==> src/rtl/sevseg_pkg.sv <==
// Shared types, segment encodings and helpers for the scanned 7-segment display.
// Segment vectors are active-low and ordered g..a (bit 6 = g, bit 0 = a).
package sevseg_pkg;

  typedef enum logic [1:0] {IDLE, CONVERT, COMMIT} sevseg_state_t;

  localparam logic [6:0] SEG_0     = 7'b1000000;
  localparam logic [6:0] SEG_1     = 7'b1111001;
  localparam logic [6:0] SEG_2     = 7'b0100100;
  localparam logic [6:0] SEG_3     = 7'b0110000;
  localparam logic [6:0] SEG_4     = 7'b0011001;
  localparam logic [6:0] SEG_5     = 7'b0010010;
  localparam logic [6:0] SEG_6     = 7'b0000010;
  localparam logic [6:0] SEG_7     = 7'b1111000;
  localparam logic [6:0] SEG_8     = 7'b0000000;
  localparam logic [6:0] SEG_9     = 7'b0010000;
  localparam logic [6:0] SEG_DASH  = 7'b0111111;
  localparam logic [6:0] SEG_BLANK = 7'h7F;

  function automatic logic [6:0] bcd_to_seg(input logic [3:0] nib);
    logic [6:0] seg;
    case (nib)
      4'd0:    seg = SEG_0;
      4'd1:    seg = SEG_1;
      4'd2:    seg = SEG_2;
      4'd3:    seg = SEG_3;
      4'd4:    seg = SEG_4;
      4'd5:    seg = SEG_5;
      4'd6:    seg = SEG_6;
      4'd7:    seg = SEG_7;
      4'd8:    seg = SEG_8;
      4'd9:    seg = SEG_9;
      default: seg = SEG_BLANK;
    endcase
    return seg;
  endfunction

  function automatic logic [31:0] pow10(input int unsigned n);
    logic [31:0] p;
    p = 32'd1;
    for (int unsigned i = 0; i < n; i++) begin
      p = p * 32'd10;
    end
    return p;
  endfunction

endpackage

==> src/rtl/bin_to_bcd_seq.sv <==
// Sequential double-dabble binary-to-BCD converter, one input bit per cycle.
// start loads the operand; done pulses during the final iteration cycle.
module bin_to_bcd_seq
  import sevseg_pkg::*;
#(
  parameter int unsigned VALUE_W = 14,
  parameter int unsigned DIGITS  = 4
) (
  input  logic                  clk,
  input  logic                  rst,
  input  logic                  start,
  input  logic [VALUE_W-1:0]    bin,
  output logic                  busy,
  output logic                  done,
  output logic [DIGITS*4-1:0]   bcd
);

  localparam int unsigned BCD_W = DIGITS * 4;
  localparam int unsigned CNT_W = $clog2(VALUE_W + 1);

  logic [VALUE_W-1:0]       bin_q, bin_d;
  logic [BCD_W-1:0]         bcd_q, bcd_d;
  logic [CNT_W-1:0]         cnt_q;
  logic                     busy_q;
  logic [BCD_W-1:0]         adj;
  logic [BCD_W+VALUE_W-1:0] sh;

  always_comb begin
    adj = bcd_q;
    for (int i = 0; i < int'(DIGITS); i++) begin
      if (bcd_q[4*i+:4] >= 4'd5) adj[4*i+:4] = bcd_q[4*i+:4] + 4'd3;
    end
    // Bits shifted out above the top nibble are intentionally lost.
    sh    = {adj, bin_q} << 1;
    bcd_d = sh[BCD_W+VALUE_W-1:VALUE_W];
    bin_d = sh[VALUE_W-1:0];
  end

  assign done = busy_q && (cnt_q == CNT_W'(VALUE_W - 1));
  assign busy = busy_q;
  assign bcd  = bcd_q;

  always_ff @(posedge clk or posedge rst) begin
    if (rst) begin
      bin_q  <= '0;
      bcd_q  <= '0;
      cnt_q  <= '0;
      busy_q <= 1'b0;
    end else if (start) begin
      bin_q  <= bin;
      bcd_q  <= '0;
      cnt_q  <= '0;
      busy_q <= 1'b1;
    end else if (busy_q) begin
      bin_q <= bin_d;
      bcd_q <= bcd_d;
      cnt_q <= cnt_q + CNT_W'(1);
      if (done) busy_q <= 1'b0;
    end
  end

endmodule

==> src/rtl/sevseg_scan_display.sv <==
// Multi-digit scanned 7-segment driver with handshake load and sequential BCD conversion.
// Define SEVSEG_BLANK_LEADING_ZEROS_EN to blank leading zero digits (digit 0 always shown).
module sevseg_scan_display
  import sevseg_pkg::*;
#(
  parameter int unsigned DIGITS      = 4,
  parameter int unsigned VALUE_W     = 14,
  parameter int unsigned REFRESH_DIV = 10000
) (
  input  logic                sysclk,
  input  logic                rst,
  input  logic [VALUE_W-1:0]  value,
  input  logic [DIGITS-1:0]   dot_pattern,
  input  logic                load_valid,
  output logic                load_ready,
  output logic [7:0]          segments,
  output logic [DIGITS-1:0]   digit_disable,
  output logic                overflow
);

  localparam int unsigned BCD_W     = DIGITS * 4;
  localparam int unsigned IDX_W     = (DIGITS > 1) ? $clog2(DIGITS) : 1;
  localparam int unsigned PRE_W     = $clog2(REFRESH_DIV);
  localparam logic [31:0] OVF_LIMIT = pow10(DIGITS);

  sevseg_state_t     state_q, state_d;
  logic              start, conv_busy, conv_done;
  logic [BCD_W-1:0]  conv_bcd;
  logic [DIGITS-1:0] dots_q;
  logic              ovf_q;
  logic [BCD_W-1:0]  disp_bcd_q;
  logic [DIGITS-1:0] disp_dots_q;
  logic              disp_ovf_q;
  logic [PRE_W-1:0]  presc_q, presc_d;
  logic              tick;
  logic [IDX_W-1:0]  scan_q, scan_d;
  logic [7:0]        seg_q, seg_d;
  logic [DIGITS-1:0] dis_q, dis_d;
  logic [6:0]        digit_seg [DIGITS];
  logic [DIGITS-1:0] blank;
`ifdef SEVSEG_BLANK_LEADING_ZEROS_EN
  logic              lead_zero;
`endif

  bin_to_bcd_seq #(
    .VALUE_W (VALUE_W),
    .DIGITS  (DIGITS)
  ) u_bin_to_bcd (
    .clk   (sysclk),
    .rst   (rst),
    .start (start),
    .bin   (value),
    .busy  (conv_busy),
    .done  (conv_done),
    .bcd   (conv_bcd)
  );

  // Held low for the whole reset window, not just until the first edge.
  assign load_ready = (state_q == IDLE) && !conv_busy && !rst;

  always_comb begin
    state_d = state_q;
    start   = 1'b0;
    unique case (state_q)
      IDLE: begin
        if (load_valid && load_ready) begin
          start   = 1'b1;
          state_d = CONVERT;
        end
      end
      CONVERT: if (conv_done) state_d = COMMIT;
      COMMIT:  state_d = IDLE;
      default: state_d = IDLE;
    endcase
  end

  always_ff @(posedge sysclk or posedge rst) begin
    if (rst) begin
      state_q     <= IDLE;
      dots_q      <= '0;
      ovf_q       <= 1'b0;
      disp_bcd_q  <= '0;
      disp_dots_q <= '0;
      disp_ovf_q  <= 1'b0;
    end else begin
      state_q <= state_d;
      if (start) begin
        dots_q <= dot_pattern;
        ovf_q  <= 32'(value) >= OVF_LIMIT;
      end
      if (state_q == COMMIT) begin
        disp_bcd_q  <= conv_bcd;
        disp_dots_q <= dots_q;
        disp_ovf_q  <= ovf_q;
      end
    end
  end

  always_comb begin
    blank = '0;
`ifdef SEVSEG_BLANK_LEADING_ZEROS_EN
    lead_zero = 1'b1;
    for (int i = int'(DIGITS) - 1; i >= 1; i--) begin
      lead_zero = lead_zero && (disp_bcd_q[4*i+:4] == 4'd0);
      blank[i]  = lead_zero;
    end
`endif
    for (int i = 0; i < int'(DIGITS); i++) begin
      if (disp_ovf_q)    digit_seg[i] = SEG_DASH;
      else if (blank[i]) digit_seg[i] = SEG_BLANK;
      else               digit_seg[i] = bcd_to_seg(disp_bcd_q[4*i+:4]);
    end
  end

  always_comb begin
    tick    = (presc_q == PRE_W'(REFRESH_DIV - 1));
    presc_d = tick ? '0 : presc_q + PRE_W'(1);
    scan_d  = scan_q;
    seg_d   = seg_q;
    dis_d   = dis_q;
    if (tick) begin
      scan_d = (scan_q == IDX_W'(DIGITS - 1)) ? '0 : scan_q + IDX_W'(1);
      dis_d  = ~(DIGITS'(1) << scan_d);
      seg_d  = {~disp_dots_q[scan_d], digit_seg[scan_d]};
    end
  end

  always_ff @(posedge sysclk or posedge rst) begin
    if (rst) begin
      presc_q <= '0;
      scan_q  <= '0;
      seg_q   <= 8'hFF;
      dis_q   <= '1;
    end else begin
      presc_q <= presc_d;
      scan_q  <= scan_d;
      seg_q   <= seg_d;
      dis_q   <= dis_d;
    end
  end

  assign segments      = seg_q;
  assign digit_disable = dis_q;
  assign overflow      = disp_ovf_q;

endmodule

==> config.mk <==
export PLATFORM = sky130hd
export DESIGN_NAME = sevseg_scan_display
export DESIGN_NICKNAME = d
export VERILOG_FILES = /design/src/rtl/sevseg_pkg.sv /design/src/rtl/bin_to_bcd_seq.sv /design/src/rtl/sevseg_scan_display.sv
export SDC_FILE = /design/constraint.sdc
export NUM_CORES = 1
export LEC_CHECK = 0
export ABC_AREA = 1
export BUFFER_PORTS_ARGS = -buffer_cell sky130_fd_sc_hd__buf_2
export CORE_MARGIN = 10
export CORE_UTILIZATION = 40
export DETAILED_ROUTE_END_ITERATION = 8
export GPL_TIMING_DRIVEN = 0
export PLACE_DENSITY_LB_ADDON = 0.05
export SLEW_MARGIN = 20
export SYNTH_ARGS = -nofsm -noshare
export SYNTH_HDL_FRONTEND = slang
export SYNTH_SLANG_ARGS = --single-unit
==> constraint.sdc <==
create_clock -name sysclk -period 6.2 [get_ports sysclk]
set_input_delay 0.93 -clock sysclk [delete_from_list [all_inputs] [get_ports sysclk]]
set_output_delay 0.93 -clock sysclk [all_outputs]
set_load 0.03 [all_outputs]
Yosys cells after proc, flatten, opt, wreduce, memory -nomap -nowiden
Memories as Yosys holds them, arrays and structs flattened.
Index checks and enable logic that the tools add are counted.
{"block": "op_classes", "add_sub_neg": 7, "magnitude_cmp": 7, "n_eq_ne": 7, "shifts": 1, "n_mux": 29, "n_bitwise": 3, "n_reduce_logical": 9}
{"op": "$mux W14", "n": 3}
{"op": "$mux W7", "n": 6}
{"op": "$mux W16", "n": 2}
{"op": "$mux W4", "n": 5}
{"op": "$ge A4 B3 Y1 const B", "n": 4}
{"op": "$add A14 B1 Y14 const B", "n": 1}
{"op": "$bmux W7 S2", "n": 1}
{"op": "$eq A14 B14 Y1 const B", "n": 1}
{"op": "$ge A14 B14 Y1 const B", "n": 1}
{"op": "$add A4 B2 Y4 const B", "n": 3}
{"op": "$mux W1", "n": 6}
{"op": "$mux W2", "n": 3}
{"op": "$add A4 B1 Y4 const B", "n": 1}
{"op": "$eq A2 B2 Y1 const B", "n": 2}
{"op": "$eq A4 B4 Y1 const B", "n": 1}
{"op": "$logic_and A1 B1 Y1", "n": 4}
{"op": "$not A4 Y4", "n": 1}
{"op": "$pmux W2 S2", "n": 1}
{"op": "$shl A1 B2 Y4 const A", "n": 1}
{"op": "$add A3 B2 Y3 const B", "n": 1}
{"op": "$ge A3 B3 Y1 const B", "n": 1}
{"op": "$lt A2 B3 Y1 const B", "n": 1}
{"op": "$mux W3", "n": 1}
{"op": "$not A2 Y3", "n": 1}
{"op": "other kinds (10)", "n": 11}
{"block": "word_totals", "reg_bits": 91, "mem_bits_ro": 448, "input_bits": 21, "out_inout_bits": 14, "wordCells": 81, "mem_count": 4}
{"name": "(name not given)", "words": 16, "width": 7, "read_ports": 1, "rd_ports_with_merged_regs": 0, "write_ports": 0, "line_no": "sevseg_pkg.sv:22", "rtl": "case (nib)"}
{"name": "(name not given)", "words": 16, "width": 7, "read_ports": 1, "rd_ports_with_merged_regs": 0, "write_ports": 0, "line_no": "sevseg_pkg.sv:22"}
{"name": "(name not given)", "words": 16, "width": 7, "read_ports": 1, "rd_ports_with_merged_regs": 0, "write_ports": 0, "line_no": "sevseg_pkg.sv:22"}
{"name": "(name not given)", "words": 16, "width": 7, "read_ports": 1, "rd_ports_with_merged_regs": 0, "write_ports": 0, "line_no": "sevseg_pkg.sv:22"}

Logic depth before layout (Yosys ltp)
{"block": "logic_depth", "ltp_word": 7, "ltp_mapped": 10, "mapped_depth_nobuf": 10}

Modules after synthesis
A second synthesis with hierarchy kept.
{"block": "unflattened", "cells_unflattened": 664, "area_unflattened_um2": 5220.0}
{"module": "sevseg_scan_display", "instances": 1, "cells_per_inst": 429, "area_each_um2": 3328.2, "seq_area_each_um2": 1416.4}
{"module": "bin_to_bcd_seq", "instances": 1, "cells_per_inst": 235, "area_each_um2": 1891.8, "seq_area_each_um2": 875.8}

Least setup slack after synthesis
OpenSTA, ideal clock, no wires.
{"block": "synth_path", "kind": "input port to output port", "start": "input rst", "end": "output load_ready", "arrival_ns": 1.275, "required_time_ns": 5.270, "path_slack_ns": 3.995, "cell_stages": 1, "cell_sequence": "nor3_4"}
{"block": "synth_between", "elab_chain_len": 2}
{"item": "start, declared", "line_no": "sevseg_scan_display.sv:11", "rtl": "input logic rst,"}
{"item": "$logic_not A1 Y1 (no source line)"}
{"item": "$logic_and A1 B1 Y1", "line_no": "sevseg_scan_display.sv:59", "rtl": "assign load_ready = (state_q == IDLE) && !conv_busy && !rst;"}
{"item": "end, declared", "line_no": "sevseg_scan_display.sv:15", "rtl": "output logic load_ready,"}
No other way between the ends.

Worst setup path after layout
Same ends and word-level chain as after synthesis.

==> results.cfg <==
[floorplan]
io_pins = 35
dieArea_sq_um = 17900
core_sq_um = 12600
start_util_pct = 41.0
rows = 41
fp.dieW_um = 134
die_h_um = 134

[logic_synthesis]
yosysSeqAreaShare_pct = 44.3
synth_warnings = 0
synth_top_area_cell = dfrtp_1
synthCells = 646
synth_most_common_cell = nand2_1
syn_area_per_cell_sq_um = 8.01
syn-num-nets = 703
yosysTopAreaCellShare_pct = 38.2
ys_types = 37
dominantRegCellSynth = dfrtp_1
async_flop_share_pct = 100
netlist_area_sq_um = 5170
synth_common_cells = 151 x nand2_1, 88 x inv_1, 79 x dfrtp_1, 70 x nand3_1, 58 x o21ai_0
ys_seq_elements = 91
synth_edf_count = 0
synth_area_leaders = dfrtp_1 38%, nand2_1 11%, ha_1 8.7%

[power]
intPower_mw = 1.38
powerDensity_nw_per_um2 = 389
switching_share_pct = 39.6
ir_drop_v = 0.000242
combPwrFrac_pct = 37.7
pwr-share-clk_pct = 23.3
p_sw_mw = 0.906
seqPwrFrac_pct = 39.0
leakagePower_nw = 3.08

[critical_path]
r2r_start = scan_q[0]
crit_arrival_ps = 1490
cpMostUsedCell = buf_2
r2r_slack_ps = 4440
cp.required_ps = 5270
crit_type = in -> out
startpoint = rst
cp_cell_sequence = buf_2, nor3_4, buf_2
slowest_delay_ps = 230
endpoint_kind = output pin
cp_slowest_cell = buf_2
worstSetupStartpointType = primary input
path_max_fanout = 2

[timing]
period_minus_slack_ps = 2420
setup_viol = 0
finalHoldViolations = 0
max_freq_mhz = 414
setup_tns_ps = 0
fin_crit_sh_pct = 39.0
worst_slew_pin_slew_ps = 581
rsz0062_at_grt = no
slew_headroom_pct = 61.3
clock_skew_ps = 7.94
final_max_slew_viol_count = 0

[clocking]
post_cts_buffers = 0
cts_resized = 0
clk_latency_ps = 350
htree_levels = 3
cts.clk_slew.worst_paths_ps = 70
cts_tree = built
numCtsBuffers = 9
root_buffer = clkbuf_16
clock_path_buffers = 2
numClockSinks = 91
cts_hold_buf = 0

[drt]
routed_wirelength_um = 10900
wl_per_cell_um = 12.5
vias_per_cell = 4.70
drt-initial-drc-count = 243
num_vias = 4084
drt_pass1_iterations = 4
drt_drc_violations_left = 0
ant_nets = 0

[layout]
multi_input_area_sq_um = 2440
nets = 749
post-route-cell-area_sq_um = 5880
ff_latch_area_sq_um = 2290
drive_above_1_share_pct = 14.8
antenna_cells = 0
areaGrowthSynthToFinish_pct = 13.6
fin_cells = 869
nFillCells = 1289

[min_path]
hp-start = state_q[1]
hold_path.class = reg -> reg

[global_route]
grt_start_max_net_pins = 70
grt_pass1_wl_um = 19200
antenna_found_initial = 0
grt_pass1_vias = 4126
overflow = 0
grt_usage_pct = 13.0

[placement]
numPortBuffers = 34
placed_cells = 853
dpl.hpwl_um = 8070
placed_cell_area_sq_um = 5590
gp_congestion = 0.848

[flow_run]
maxCapViolCount = 0

[outcome]
status = finished clean
-- power by group through the flow --
stage	combinational, mW	sequential, mW	clock [mW]
3_3_place_gp	0.851	0.894	0
2_1_floorplan	0.680	0.871	0
4_1_cts	0.874	0.889	0.557
5_1_grt	1.03	0.914	0.580
6_report	0.863	0.891	0.532
3_5_place_dp	0.871	0.899	0
-- state kept, by name, indices dropped and copies added (netlist names) --
register            count
segments                8
disp_bcd_q             16
ovf_q                   1
u_bin_to_bcd.busy       1
dots_q                  4
u_bin_to_bcd.cnt_q      4
disp_dots_q             4
digit_disable           4
u_bin_to_bcd.bin_q     14
presc_q                14
u_bin_to_bcd.bcd       16
state_q                 2
overflow                1
scan_q                  2
-- routing by layer --
| layer | routed length, um | GRT usage, % | vias up |
|---|---|---|---|
| met5 | 0 | 0 | - |
| met1 | 5620 | 17.1 | 1875 |
| met4 | 132 | 3.93 | 0 |
| met2 | 4660 | 19.7 | 44 |
| met3 | 472 | 4.47 | 12 |
| li1 | - | - | 2153 |
-- layout by cell type, fill, tap and decap left out, drive strengths merged, types with 2 or more instances in the layout --
master,count
a21oi,26
buf,47
clkbuf,16
clkinv,3
dfrtp,79
dfstp,12
ha,36
inv,95
nand2,154
nand3,70
nand3b,2
nand4,5
nor2,37
nor3,4
o21ai,77
o22ai,2
or2,15
xor2,11
-- final cells by class --
cell class | instances | share of cell area, %
clock inverters | 6 | 0.809
repair buffers | 35 | 3.36
inverters | 92 | 6.00
plain buffers | 18 | 1.66
multi-input cells | 445 | 41.4
well taps | 172 | 3.66
flip-flops and latches | 91 | 39.0
clock buffers | 10 | 4.07
-- worst max-delay path: cells and delay by family --
kind,cells,cell delay [ps]
simple gates,1,190
buf+inv,2,370
-- per-stage QoR --
step           utilization, %  total power [mW]  setup WS [ps]  hold WS, ps
2_1_floorplan               -              1.55           2930          431
3_3_place_gp             44.1              1.74           1620          445
3_5_place_dp             44.3              1.77           3780          454
4_1_cts                  46.6              2.32           3780          462
5_1_grt                  46.6              2.52           3750          498
6_report                 46.6              2.29           3780          458
-- path summary, 6_finish.rpt --
kind                                    endpoint  cells past startpoint
min                                   state_q[1]                      1
max in group asynchronous            segments[1]                      3
min in group asynchronous  u_bin_to_bcd.cnt_q[3]                      2
max reg2reg                          segments[7]                      9
max                                   load_ready                      3
min reg2reg                           state_q[1]                      1
-- logic make-up after synthesis --
group / synth area share, %
AO/OA/AOI/OAI: 11.1
AND/OR/NAND/NOR: 25.0
buffers and inverters: 8.61
flip-flops: 44.3
XOR/XNOR: 2.03
adder cells (fa/ha/maj): 8.71
multiplexers: 0.218
Note: power is estimated with default switching activity, not from simulation.
